[src/rtl/game_pkg.sv]
// Shared definitions for the prisoner's-dilemma game: strategy codes, move
// encoding and the per-player LFSR step function.
package game_pkg;

    typedef enum logic [2:0] {
        STRAT_ALL_C    = 3'd0,
        STRAT_ALL_D    = 3'd1,
        STRAT_TFT      = 3'd2,
        STRAT_GRUDGER  = 3'd3,
        STRAT_TF2T     = 3'd4,
        STRAT_RANDOM   = 3'd5,
        STRAT_PAVLOV   = 3'd6,
        STRAT_SUSP_TFT = 3'd7
    } strat_e;

    localparam logic DEC_COOP   = 1'b0;
    localparam logic DEC_DEFECT = 1'b1;

    // x^16+x^14+x^13+x^11 Fibonacci form, shifting right: taps at bits 0,2,3,5
    localparam logic [15:0] LFSR_TAPS = 16'h002D;

    function automatic logic [15:0] lfsr_step(input logic [15:0] state);
        return {^(state & LFSR_TAPS), state[15:1]};
    endfunction

endpackage

[src/rtl/player_strategy.sv]
// Combinational move selection for one player from its strategy, the recent
// history of both players, its grudge flag and its LFSR bit.
module player_strategy
    import game_pkg::*;
(
    input  strat_e strategy,
    input  logic   first_round,
    input  logic   own_last,
    input  logic   opp_last,
    input  logic   opp_prev,
    input  logic   grudge,
    input  logic   lfsr_bit,
    output logic   next_move
);

    always_comb begin
        next_move = DEC_COOP;
        if (first_round) begin
            case (strategy)
                STRAT_ALL_D, STRAT_SUSP_TFT: next_move = DEC_DEFECT;
                STRAT_RANDOM:                next_move = lfsr_bit;
                default:                     next_move = DEC_COOP;
            endcase
        end else begin
            case (strategy)
                STRAT_ALL_C:    next_move = DEC_COOP;
                STRAT_ALL_D:    next_move = DEC_DEFECT;
                STRAT_TFT:      next_move = opp_last;
                // the flag only covers earlier rounds, so the move being shifted in counts too
                STRAT_GRUDGER:  next_move = grudge | opp_last;
                STRAT_TF2T:     next_move = opp_last & opp_prev;
                STRAT_RANDOM:   next_move = lfsr_bit;
                STRAT_PAVLOV:   next_move = own_last ^ opp_last;
                STRAT_SUSP_TFT: next_move = opp_last;
                default:        next_move = DEC_COOP;
            endcase
        end
    end

endmodule

[src/rtl/strategy_engine.sv]
// Round-by-round move generator for both players; owns all game history,
// grudge, LFSR and defect-counter state.
module strategy_engine
    import game_pkg::*;
#(
    parameter logic [15:0] LFSR_SEED_A = 16'hACE1,
    parameter logic [15:0] LFSR_SEED_B = 16'h1D2B,
    parameter int          CNT_W       = 7
) (
    input  logic             clk,
    input  logic             reset,
    input  logic             round_start,
    input  logic             game_active,
    input  logic [2:0]       strategy_a,
    input  logic [2:0]       strategy_b,
    output logic             decision_a,
    output logic             decision_b,
    output logic             decision_valid,
    output logic [CNT_W-1:0] defect_cnt_a,
    output logic [CNT_W-1:0] defect_cnt_b
);

    localparam logic [CNT_W-1:0] CNT_MAX = '1;

    // dec_*_q is the newest history entry, prev_*_q the one before it
    logic             first_round_q, first_round_d;
    strat_e           strat_a_q, strat_a_d, strat_b_q, strat_b_d;
    logic             dec_a_q, dec_a_d, dec_b_q, dec_b_d;
    logic             prev_a_q, prev_a_d, prev_b_q, prev_b_d;
    logic             grudge_a_q, grudge_a_d, grudge_b_q, grudge_b_d;
    logic [15:0]      lfsr_a_q, lfsr_a_d, lfsr_b_q, lfsr_b_d;
    logic [CNT_W-1:0] cnt_a_q, cnt_a_d, cnt_b_q, cnt_b_d;
    logic             valid_q, valid_d;

    strat_e sel_a, sel_b;
    logic   move_a, move_b;

    // On the opening round the switches are used directly, as they are latched on that same edge
    assign sel_a = first_round_q ? strat_e'(strategy_a) : strat_a_q;
    assign sel_b = first_round_q ? strat_e'(strategy_b) : strat_b_q;

    player_strategy u_player_a (
        .strategy    (sel_a),
        .first_round (first_round_q),
        .own_last    (dec_a_q),
        .opp_last    (dec_b_q),
        .opp_prev    (prev_b_q),
        .grudge      (grudge_a_q),
        .lfsr_bit    (lfsr_a_q[0]),
        .next_move   (move_a)
    );

    player_strategy u_player_b (
        .strategy    (sel_b),
        .first_round (first_round_q),
        .own_last    (dec_b_q),
        .opp_last    (dec_a_q),
        .opp_prev    (prev_a_q),
        .grudge      (grudge_b_q),
        .lfsr_bit    (lfsr_b_q[0]),
        .next_move   (move_b)
    );

    always_comb begin
        first_round_d = first_round_q;
        strat_a_d     = strat_a_q;
        strat_b_d     = strat_b_q;
        dec_a_d       = dec_a_q;
        dec_b_d       = dec_b_q;
        prev_a_d      = prev_a_q;
        prev_b_d      = prev_b_q;
        grudge_a_d    = grudge_a_q;
        grudge_b_d    = grudge_b_q;
        lfsr_a_d      = lfsr_a_q;
        lfsr_b_d      = lfsr_b_q;
        cnt_a_d       = cnt_a_q;
        cnt_b_d       = cnt_b_q;
        valid_d       = valid_q;

        // Decisions are deliberately left alone on clear so the final moves stay on the LEDs
        if (!game_active) begin
            first_round_d = 1'b1;
            prev_a_d      = DEC_COOP;
            prev_b_d      = DEC_COOP;
            grudge_a_d    = 1'b0;
            grudge_b_d    = 1'b0;
            lfsr_a_d      = LFSR_SEED_A;
            lfsr_b_d      = LFSR_SEED_B;
            cnt_a_d       = '0;
            cnt_b_d       = '0;
            valid_d       = 1'b0;
        end else if (round_start) begin
            if (first_round_q) begin
                strat_a_d = sel_a;
                strat_b_d = sel_b;
            end else begin
                prev_a_d   = dec_a_q;
                prev_b_d   = dec_b_q;
                grudge_a_d = grudge_a_q | dec_b_q;
                grudge_b_d = grudge_b_q | dec_a_q;
            end
            first_round_d = 1'b0;
            dec_a_d       = move_a;
            dec_b_d       = move_b;
            lfsr_a_d      = lfsr_step(lfsr_a_q);
            lfsr_b_d      = lfsr_step(lfsr_b_q);
            if (move_a == DEC_DEFECT && cnt_a_q != CNT_MAX) cnt_a_d = cnt_a_q + 1'b1;
            if (move_b == DEC_DEFECT && cnt_b_q != CNT_MAX) cnt_b_d = cnt_b_q + 1'b1;
            valid_d = 1'b1;
        end
    end

    always_ff @(posedge clk or negedge reset) begin
        if (!reset) begin
            first_round_q <= 1'b1;
            strat_a_q     <= STRAT_ALL_C;
            strat_b_q     <= STRAT_ALL_C;
            dec_a_q       <= DEC_COOP;
            dec_b_q       <= DEC_COOP;
            prev_a_q      <= DEC_COOP;
            prev_b_q      <= DEC_COOP;
            grudge_a_q    <= 1'b0;
            grudge_b_q    <= 1'b0;
            lfsr_a_q      <= LFSR_SEED_A;
            lfsr_b_q      <= LFSR_SEED_B;
            cnt_a_q       <= '0;
            cnt_b_q       <= '0;
            valid_q       <= 1'b0;
        end else begin
            first_round_q <= first_round_d;
            strat_a_q     <= strat_a_d;
            strat_b_q     <= strat_b_d;
            dec_a_q       <= dec_a_d;
            dec_b_q       <= dec_b_d;
            prev_a_q      <= prev_a_d;
            prev_b_q      <= prev_b_d;
            grudge_a_q    <= grudge_a_d;
            grudge_b_q    <= grudge_b_d;
            lfsr_a_q      <= lfsr_a_d;
            lfsr_b_q      <= lfsr_b_d;
            cnt_a_q       <= cnt_a_d;
            cnt_b_q       <= cnt_b_d;
            valid_q       <= valid_d;
        end
    end

    assign decision_a     = dec_a_q;
    assign decision_b     = dec_b_q;
    assign decision_valid = valid_q;
    assign defect_cnt_a   = cnt_a_q;
    assign defect_cnt_b   = cnt_b_q;

endmodule

[config.mk]
export PLATFORM = sky130hd
export DESIGN_NAME = strategy_engine
export DESIGN_NICKNAME = d
export VERILOG_FILES = /design/src/rtl/game_pkg.sv /design/src/rtl/player_strategy.sv /design/src/rtl/strategy_engine.sv
export SDC_FILE = /design/constraint.sdc
export NUM_CORES = 1
export LEC_CHECK = 0
export CAP_MARGIN = 30
export CORE_MARGIN = 2
export CORE_UTILIZATION = 51
export DETAILED_ROUTE_END_ITERATION = 16
export PLACE_DENSITY = 0.81
export SETUP_SLACK_MARGIN = 0.15
export SLEW_MARGIN = 20
export SYNTH_ARGS = -nofsm -noshare
export SYNTH_HDL_FRONTEND = slang
export SYNTH_HIERARCHICAL = 1
export SYNTH_SLANG_ARGS = --single-unit
[constraint.sdc]
create_clock -name clk -period 2.6 [get_ports clk]
set_clock_uncertainty 0.05 [all_clocks]
set_input_delay 0.39 -clock clk [delete_from_list [all_inputs] [get_ports clk]]
set_output_delay 0.39 -clock clk [all_outputs]
set_load 0.005 [all_outputs]
# After elaboration in Yosys (flattened, before gate mapping)
# Cells that the tools add are included.
# word_totals
ff_bits	60
in_bits	10
out_inout_bits	17
# classes
add_sub_neg	2
n_eq_ne	20
n_mux	34
bitwise	5
n_reduce_logical	15
# ops
operator	n
2-to-1 mux 16 bit	4
2-to-1 mux 7 bit	6
parity 16 bit	2
equality test 3 bit (second input constant)	8
2-to-1 mux 1 bit	18
adder 7 x 1 -> 7 bit (second input constant)	2
!= test 7 bit (second input constant)	2
one-hot mux 1 bit (7 select lines)	2
equality test 3 x 2 -> 1 bit (second input constant)	4
AND reduction 2 bit	4
OR reduction 2 bit	4
equality test 3 x 1 -> 1 bit (second input constant)	2
logical NOT 3 bit	2
2-to-1 mux 3 bit	2
!= test 2 x 1 -> 1 bit (second input constant)	2
!= test 2 bit (second input constant)	2
one-hot mux 1 bit (2 select lines)	2
AND reduction 3 bit	1
AND 1 bit	2
logical AND 1 bit	2
bitwise OR 1 bit	2
XOR 1 bit	1

# Logic depth before layout (Yosys ltp)
# Gate-level depths: netlist (run 1).
# depth
word_depth	9
mapped_depth	9
mapped_depth_nobuf	8

# Modules after synthesis
# Netlist (run 1), hierarchy kept.
# modules_own_cells
mod	n_inst	cells_per_inst	area_each_um2	seq_area_each_um2
strategy_engine	1	226	2712.6	1522.7
player_strategy	2	12	78.8	0.0

# Worst setup path after synthesis (run 1)
# No wires, ideal clock.
# synth_path
path_kind	register to register
startpoint	reg first_round_q
endpoint	reg cnt_a_q[3], in the netlist defect_cnt_a[3]
setup_ns	0.084
t_arrival_ns	2.501
required_time_ns	2.466
slack_ns	-0.035
path_stages_with_launch	9
n_path_buf	1
cell_sequence	dfstp_2 > buf_2 > mux2_2 > nand3b_1 > a221oi_1 > a311o_1 > o311ai_4 > or3_2 > a21boi_0
# synth_between
elab_chain_cells	8
# synth_lines
item	line	text
start: declaration	strategy_engine.sv:26	logic first_round_q, first_round_d;
start signal: assignment	strategy_engine.sv:130	first_round_q <= first_round_d;
2-to-1 mux 3 bit (*)	strategy_engine.sv:39	assign sel_a = first_round_q ? strat_e'(strategy_a) : strat_a_q;
net sel_a[2]	strategy_engine.sv:35	strat_e sel_a, sel_b;
equality test 3 x 2 -> 1 bit, or another cell as far along	player_strategy.sv:25	case (strategy)
OR reduction 2 bit (on tied branches)	--	
one-hot mux 1 bit (7 select lines) or one-hot mux 1 bit (2 select lines) (tied branches)	player_strategy.sv:25, player_strategy.sv:19	
2-to-1 mux 1 bit (*)	player_strategy.sv:18	if (first_round) begin
net move_a	strategy_engine.sv:36	logic move_a, move_b;
logical AND 1 bit (*)	strategy_engine.sv:107	if (move_a == DEC_DEFECT && cnt_a_q != CNT_MAX) cnt_a_d = cnt_a_q + 1'b1;
!= test 2 x 1 -> 1 bit (no source line) (*)	--	
AND reduction 2 bit (no source line) (*)	--	
end signal: assignment	strategy_engine.sv:141	cnt_a_q <= cnt_a_d;
end: declaration	strategy_engine.sv:32	logic [CNT_W-1:0] cnt_a_q, cnt_a_d, cnt_b_q, cnt_b_d;
# The timed path passes the listed nets; every way through them passes the cells marked *.
# A chain may end at the register's enable or synchronous reset.

# Worst setup path after layout (run 1)
# layout_path
startpoint	reg first_round_q
endpoint	reg cnt_a_q[6], in the netlist defect_cnt_a[6]
# The elaborated chain is that of the path after synthesis.

==> summary.txt, run 1 <==
Run status
  – Status: completed

Setup path
  – Crit path from: first_round_q
  – Worst EP required: 2.77 ns
  – Reg2reg start: first_round_q
  – Type of the worst setup path: reg2reg
  – CP arrival: 2.69 ns
  – CP Launch Type: flip-flop
  – Crit-path max FO: 7
  – Crit end category: flip-flop

Pwr
  – Net switching power figure: 576 uW
  – P per Cell Area: 623 nW/um2
  – Switching Fraction: 26.2%
  – Internal power: 1620 uW
  – Logic pwr share: 16.5%
  – Worst VDD drop: 0.350 mV
  – Clock Power Share: 33.8%
  – Leak Pwr: 0.00155 uW
  – Total chip power: 2200 uW
  – Flop pwr share: 49.7%

GRT
  – Final global-route overflow total: 0
  – Overall Global Routing Usage: 18.7%
  – Global-route wire length before repair: 9040 um
  – Initial antenna violation count: 0
  – Global Route met3 Usage: 4.77%
  – Largest net degree at the start of global routing: 39
  – Met1 usage in global routing: 24.4%
  – Number of global-route vias before repair: 1963
  – GRT busiest layer: met2
  – Met2 usage: 29.2%

Routing
  – # DRC: 0
  – DR vias/cell: 5.35
  – Routed WL: 5430 um
  – Initial drt markers: 104
  – Antenna Nets Post-Route: 0
  – 1st-pass router iterations: 4
  – Routed len/inst: 14.6 um
  – Routed via count: 1986

Die
  – Chip Height: 79.0 um
  – Area of the core: 5470 um2
  – Initial cell density of the core: 52.4%
  – Num rows: 27
  – Die ar.: 6240 um2
  – Die span in x: 79.0 um
  – I/O pin total: 27

STA
  – Period utilization: 97.0%
  – Slew HR: 54.6%
  – Slew at the pin closest to its max-slew limit: 0.681 ns
  – Min cycle time layout: 2.52 ns
  – Fmax achieved: 397 MHz
  – Final Max Slew Viols: 0
  – Final Hold Violating Endpoints: 0
  – RSZ-0062 raised after global routing: yes
  – Setup violators final: 0
  – Setup TNS: 0 ns

Final layout
  – Finished Layout Cells: 371
  – Layout cell share with drive strength beyond 1: 25.8%
  – Multi-input combinational cell area: 1320 um2
  – Layout area overhead: 23.0%
  – FILL cells: 439
  – Ant. Diodes: 0
  – Nets: 306
  – Register Area: 1520 um2
  – Final Core Density: 64.5%

CTS
  – H-tree depth reported by CTS: 3
  – CTS tree: done
  – CTS Buffer Depth: 2
  – Clock insertion delay at the later pin of the skew report: 0.34 ns
  – Clock Tree Root: clkbuf_8
  – Clk pin slew, worst setup/hold paths: 0.07 ns
  – Hold buffers post-CTS: 0
  – CTS Buf Count: 9
  – Sinks on the clock net: 60

Placement
  – Placed Cells: 345
  – Detail Placement HPWL: 3450 um
  – GP Congestion: 0.767
  – Buffers on Ports: 26

Yosys
  – Post-synth top area cell: dfrtp_1
  – Netlist cell types: 40
  – Cell count after synthesis: 250
  – Seq cells post-synth: 60
  – Seq/Total Area, Yosys: 53.1%
  – Average cell area after synthesis: 11.5 um2
  – Synth top area share: 37.5%
  – Area contributors post-synth: dfrtp_1 37%, dfstp_2 16%, mux2i_1 11%
  – Post-Syn Area: 2870 um2
  – Syn. warnings: 6
  – Syn_nets: 262

Flow run
  – Max-Cap Viols: 0

Hold path
  – Min-delay worst type: in2async
==> final timing paths <==
kind | endpoint | slack, ns | depth (start not counted)
worst max-delay path | defect_cnt_a[6] | 0.08 | 11
min in group clk | first_round_q | 0.43 | 2
worst min register to register | decision_valid | 0.45 | 1
max in group asynchronous | lfsr_b_q[5] | 1.78 | 2
worst min-delay path | defect_cnt_b[6] | 0.04 | 1
worst max register to register | defect_cnt_a[6] | 0.08 | 11
==> cell families (layout without fill, tap and decap cells) <==
logic type	count (synthesis)	after routing	share of synthesized area, %
xor+xnor	9	9	2.75
compound gates	37	37	9.24
fa+ha+maj	2	2	0.872
mux	45	45	16.3
simple gates	81	81	15.3
flops	60	60	53.1
buf+inv	16	65	2.44
==> critical path, stage by stage (launching register included) <==
cell and delay [ns]:
dfstp_2 0.64, buf_6 0.13, mux2_4 0.31, nand3b_1 0.10, a221oi_2 0.06, a311o_1 0.39, buf_4 0.15, buf_4 0.13
and3_1 0.18, nand2_1 0.07, o21ai_1 0.06, and2_1 0.14
==> per-layer routing <==
layer | wire length [um] | vias up
li1 | - | 966
met1 | 2520 | 978
met2 | 2650 | 35
met3 | 152 | 7
met4 | 95 | 0
met5 | 0 | -
==> final cells by class <==
cell class	instances	area share, %
Sequential cell	60	43.1
Multi-Input combinational cell	174	37.4
Timing Repair Buffer	45	11.6
Clock buffer	14	4.61
Tap cell	72	2.55
Inverter	4	0.425
Clock inverter	2	0.283
==> registers in the layout, indices dropped and copies added, names as in the netlist <==
name / flops
decision_a: 1
decision_b: 1
decision_valid: 1
defect_cnt_a: 7
defect_cnt_b: 7
first_round_q: 1
grudge_a_q: 1
grudge_b_q: 1
lfsr_a_q: 16
lfsr_b_q: 16
prev_a_q: 1
prev_b_q: 1
strat_a_q: 3
strat_b_q: 3
==> synthesized netlist by cell type <==
library cell and number:
dfrtp_1 43, or4_1 1, nand2_1 34, dfstp_2 17, xor2_1 1, and2_1 4, nand4_1 1, or3_2 1
nor3b_2 2, mux2_2 14, or2_2 1, buf_2 5, a221oi_1 2, or3_1 1, clkbuf_1 6, a21boi_0 3
o31ai_1 1, a311o_1 2, a31oi_1 2, mux2i_1 31, nand3_2 1, a211oi_1 2, o221a_2 1, ha_1 2
and3_1 3, o21a_1 2, o211ai_1 3, nor2_1 2, a21oi_1 3, a21boi_1 2, xnor2_1 8, inv_1 4
o311ai_4 1, nor2b_1 19, o21ai_0 13, nand3_1 5, buf_4 1, nand3b_1 4, or4b_1 1, and4_1 1
==> power by group through the flow <==
stage	Combinational [uW]	Clock (uW)	Sequential, uW
after floorplan	211	0	1090
after global placement	314	0	1100
after detailed placement	324	0	1110
after CTS	344	765	1090
after global routing	399	802	1100
final	362	743	1090
==> layout by cell type (no fill, tap or decap), drive strengths merged, types with 2 or more instances in the layout <==
cell           instances
a31oi                  2
a211oi                 2
ha                     2
a21oi                  3
nor3b                  2
buf                   21
mux2i                 31
clkdlybuf4s50         24
mux2                  14
dfrtp                 43
o21ai                 13
nand3b                 4
dfstp                 17
inv                    4
and2                   4
xnor2                  8
a21boi                 5
nand3                  6
o211ai                 3
clkbuf                14
nor2                   2
o21a                   2
or3                    2
nor2b                 19
a221oi                 2
clkinv                 2
nand2                 34
and3                   3
a311o                  2
==> stage by stage <==
step	worst slack (ns)	cell area (um2)	hold slack, ns
detailed placement	-0.0974	3250	0.417
finish	0.0791	3530	0.0419
CTS	0.114	3470	0.0445
global route	-0.0318	3530	0.0790
floorplan	0.107	2890	0.0444
global placement	-0.0208	3250	0.410
==> timing repair <==
| item | 4_1_cts | 5_1_grt |
|---|---|---|
| endpoints found under the hold margin | 0 | 0 |
| buffers inserted | 4 | 6 |
| endpoints found under the setup margin | 4 | 9 |
| resized for setup | 5 | 7 |
| pin swaps | 4 | 10 |
Power figures use the tool's default switching activity.
==> inputs of run 2 (changes only) <==
--- a/config.mk
+++ b/config.mk
@@ -5,13 +5,12 @@
 export SDC_FILE = /design/constraint.sdc
 export NUM_CORES = 1
 export LEC_CHECK = 0
-export CAP_MARGIN = 30
+export CAP_MARGIN = 20
 export CORE_MARGIN = 2
 export CORE_UTILIZATION = 51
 export DETAILED_ROUTE_END_ITERATION = 16
 export PLACE_DENSITY = 0.81
 export SETUP_SLACK_MARGIN = 0.15
-export SLEW_MARGIN = 20
 export SYNTH_ARGS = -nofsm -noshare
 export SYNTH_HDL_FRONTEND = slang
 export SYNTH_HIERARCHICAL = 1
==> results of run 2 <==
Same layout as run 1: the final DEF is identical, and so are final timing and power.
==> inputs of run 3 (changes only) <==
--- a/config.mk
+++ b/config.mk
@@ -7,9 +7,10 @@
 export LEC_CHECK = 0
 export CAP_MARGIN = 20
 export CORE_MARGIN = 2
-export CORE_UTILIZATION = 51
+export CORE_UTILIZATION = 56
 export DETAILED_ROUTE_END_ITERATION = 16
-export PLACE_DENSITY = 0.81
+export DONT_BUFFER_PORTS = 1
+export PLACE_DENSITY = 0.8
 export SETUP_SLACK_MARGIN = 0.15
 export SYNTH_ARGS = -nofsm -noshare
 export SYNTH_HDL_FRONTEND = slang
==> run 3 against run 2 <==
Net effect:
- sequential share of layout area grew 2.9 points
- first-iteration DRC count shrank 37%
- utilization grew 1.5 points
- worst setup slack lost 0.013 ns
- combinational power shrank 21%
==> summary.txt, run 3 (synthesis gave the netlist of run 1 again) <==
Setup path
  – Worst EP required: 2.76 ns
  – Type of the worst setup path: reg2reg
  – Crit-path max FO: 6
  – R2R depth: 10
  – Crit path from: first_round_q
  – CP arrival: 2.70 ns
  – CP Launch Type: flip-flop
  – Reg2reg start: first_round_q
  – Crit end category: flip-flop
  – Critical Path End: defect_cnt_b[4]
  – R2r setup slk: 0.07 ns
  – Worst R2R End: defect_cnt_b[4]

Die
  – Die ar.: 5710 um2
  – Die span in x: 75.6 um
  – I/O pin total: 27
  – Chip Height: 75.6 um
  – Initial cell density of the core: 57.3%
  – Area of the core: 5010 um2
  – Num rows: 26

Hold path
  – Min-delay worst type: in2reg

GRT
  – Final global-route overflow total: 0
  – Global-route wire length before repair: 8180 um
  – Largest net degree at the start of global routing: 61
  – Overall Global Routing Usage: 19.7%
  – Initial antenna violation count: 0
  – Number of global-route vias before repair: 1759

STA
  – Setup ws final: 0.0661 ns
  – Fmax achieved: 395 MHz
  – RSZ-0062 raised after global routing: yes
  – Setup violators final: 0
  – Min cycle time layout: 2.53 ns
  – Slew at the pin closest to its max-slew limit: 0.350 ns
  – Worst hold margin: 0.0565 ns
  – Final Hold Violating Endpoints: 0
  – Period utilization: 97.5%
  – Final Max Slew Viols: 0
  – Slew HR: 76.7%

Routing
  – # DRC: 0
  – Routed len/inst: 14.9 um
  – Routed via count: 1851
  – 1st-pass router iterations: 4
  – Initial drt markers: 66
  – Antenna Nets Post-Route: 0
  – DR vias/cell: 5.46
  – Routed WL: 5050 um

Final layout
  – Ant. Diodes: 0
  – Final Core Density: 66.0%
  – Register Area: 1520 um2
  – Nets: 276
  – Finished Layout Cells: 339
  – Layout area overhead: 15.3%
  – Biggest regs: lfsr_a_q (16), lfsr_b_q (16)
  – FILL cells: 392
  – Commonest non-fill, non-tap cell in the layout: dfrtp_1
  – Most frequent cells in the layout: 43 x dfrtp_1, 34 x nand2_1, 31 x mux2i_1
  – Layout cell share with drive strength beyond 1: 26.4%
  – Multi-input combinational cell area: 1330 um2

Pwr
  – Total chip power: 2290 uW
  – Leak Pwr: 0.00146 uW
  – Worst VDD drop: 0.487 mV
  – P per Cell Area: 692 nW/um2

CTS
  – CTS Buffer Depth: 2
  – CTS Buf Count: 9
  – Clock insertion delay at the later pin of the skew report: 0.34 ns
  – CTS tree: done
  – Sinks on the clock net: 60
  – Clk pin slew, worst setup/hold paths: 0.06 ns
  – Clock Tree Root: clkbuf_8
  – H-tree depth reported by CTS: 3

Flow run
  – Max-Cap Viols: 0

Run status
  – Status: completed

Placement
  – Buffers on Ports: 0
  – Detail Placement HPWL: 2900 um
  – Placed Cells: 309
  – Pre-CTS setup slack: -0.0115 ns
  – GP Congestion: 0.773
==> run 3: cell types whose count changed in the layout (fill, tap and decap cells not counted), sizes merged <==
cell / delta
buf: -7
bufinv: +2
clkbuf: -2
clkdlybuf4s50: -24
clkinv: -1
clkinvlp: +1
dlygate4sd3: +1
==> run 3: metal layers <==
metal,vias to the layer above,global-route usage (%),share of wire [%]
li1,905,-,-
met2,41,31.6,48
met1,896,23.5,45
met3,9,7.54,5.5
met4,0,8.97,2.1
met5,-,0,0
==> run 3: critical path, stage by stage, from the launching register on <==
cell and delay, ns:
dfstp_2 0.62, buf_4 0.15, mux2_2 0.35, nand3b_1 0.11
a221oi_2 0.07, a311o_1 0.37, buf_4 0.15, and3_4 0.18
and3_1 0.20, o21ai_1 0.12, a31oi_1 0.05
==> run 3: power by group <==
group / internal [uW] / switching, uW
clock: 565 / 341
sequential: 1020 / 75.8
combinational: 167 / 119
==> run 3: worst min path at each step <==
stage | cells after the start | from | end | slack, ns
floorplan | 0 | reset | decision_a | 0.04
global placement | 0 | reset | defect_cnt_b[4] | 0.05
detailed placement | 0 | reset | defect_cnt_b[2] | 0.05
CTS | 1 | game_active | lfsr_b_q[0] | 0.02
global route | 1 | game_active | lfsr_a_q[5] | 0.02
finish | 1 | game_active | lfsr_b_q[8] | 0.06
==> run 3: timing repair <==
action / CTS / global route
pin swaps: 4 / 11
resized for setup: 4 / 6
hold buffers: 2 / 0
setup endpoints to repair: 4 / 9
endpoints found under the hold margin: 60 / 0
setup buffers: 9 / 3
==> run 3: layout make-up <==
class	count	share of cell area, %
repair buffers	15	4.20
clock buffers	12	4.39
clock inverters	4	2.19
multi-input cells	174	40.1
inverters	4	0.454
flip-flops and latches	60	46.0
well taps	70	2.65
==> run 3: stage by stage <==
step                cell area, um2  setup TNS (ns)
finish                        3310               0
global route                  3310         -0.0260
CTS                           3270               0
detailed placement            2920         -0.0115
global placement              2920               0
floorplan                     2890               0
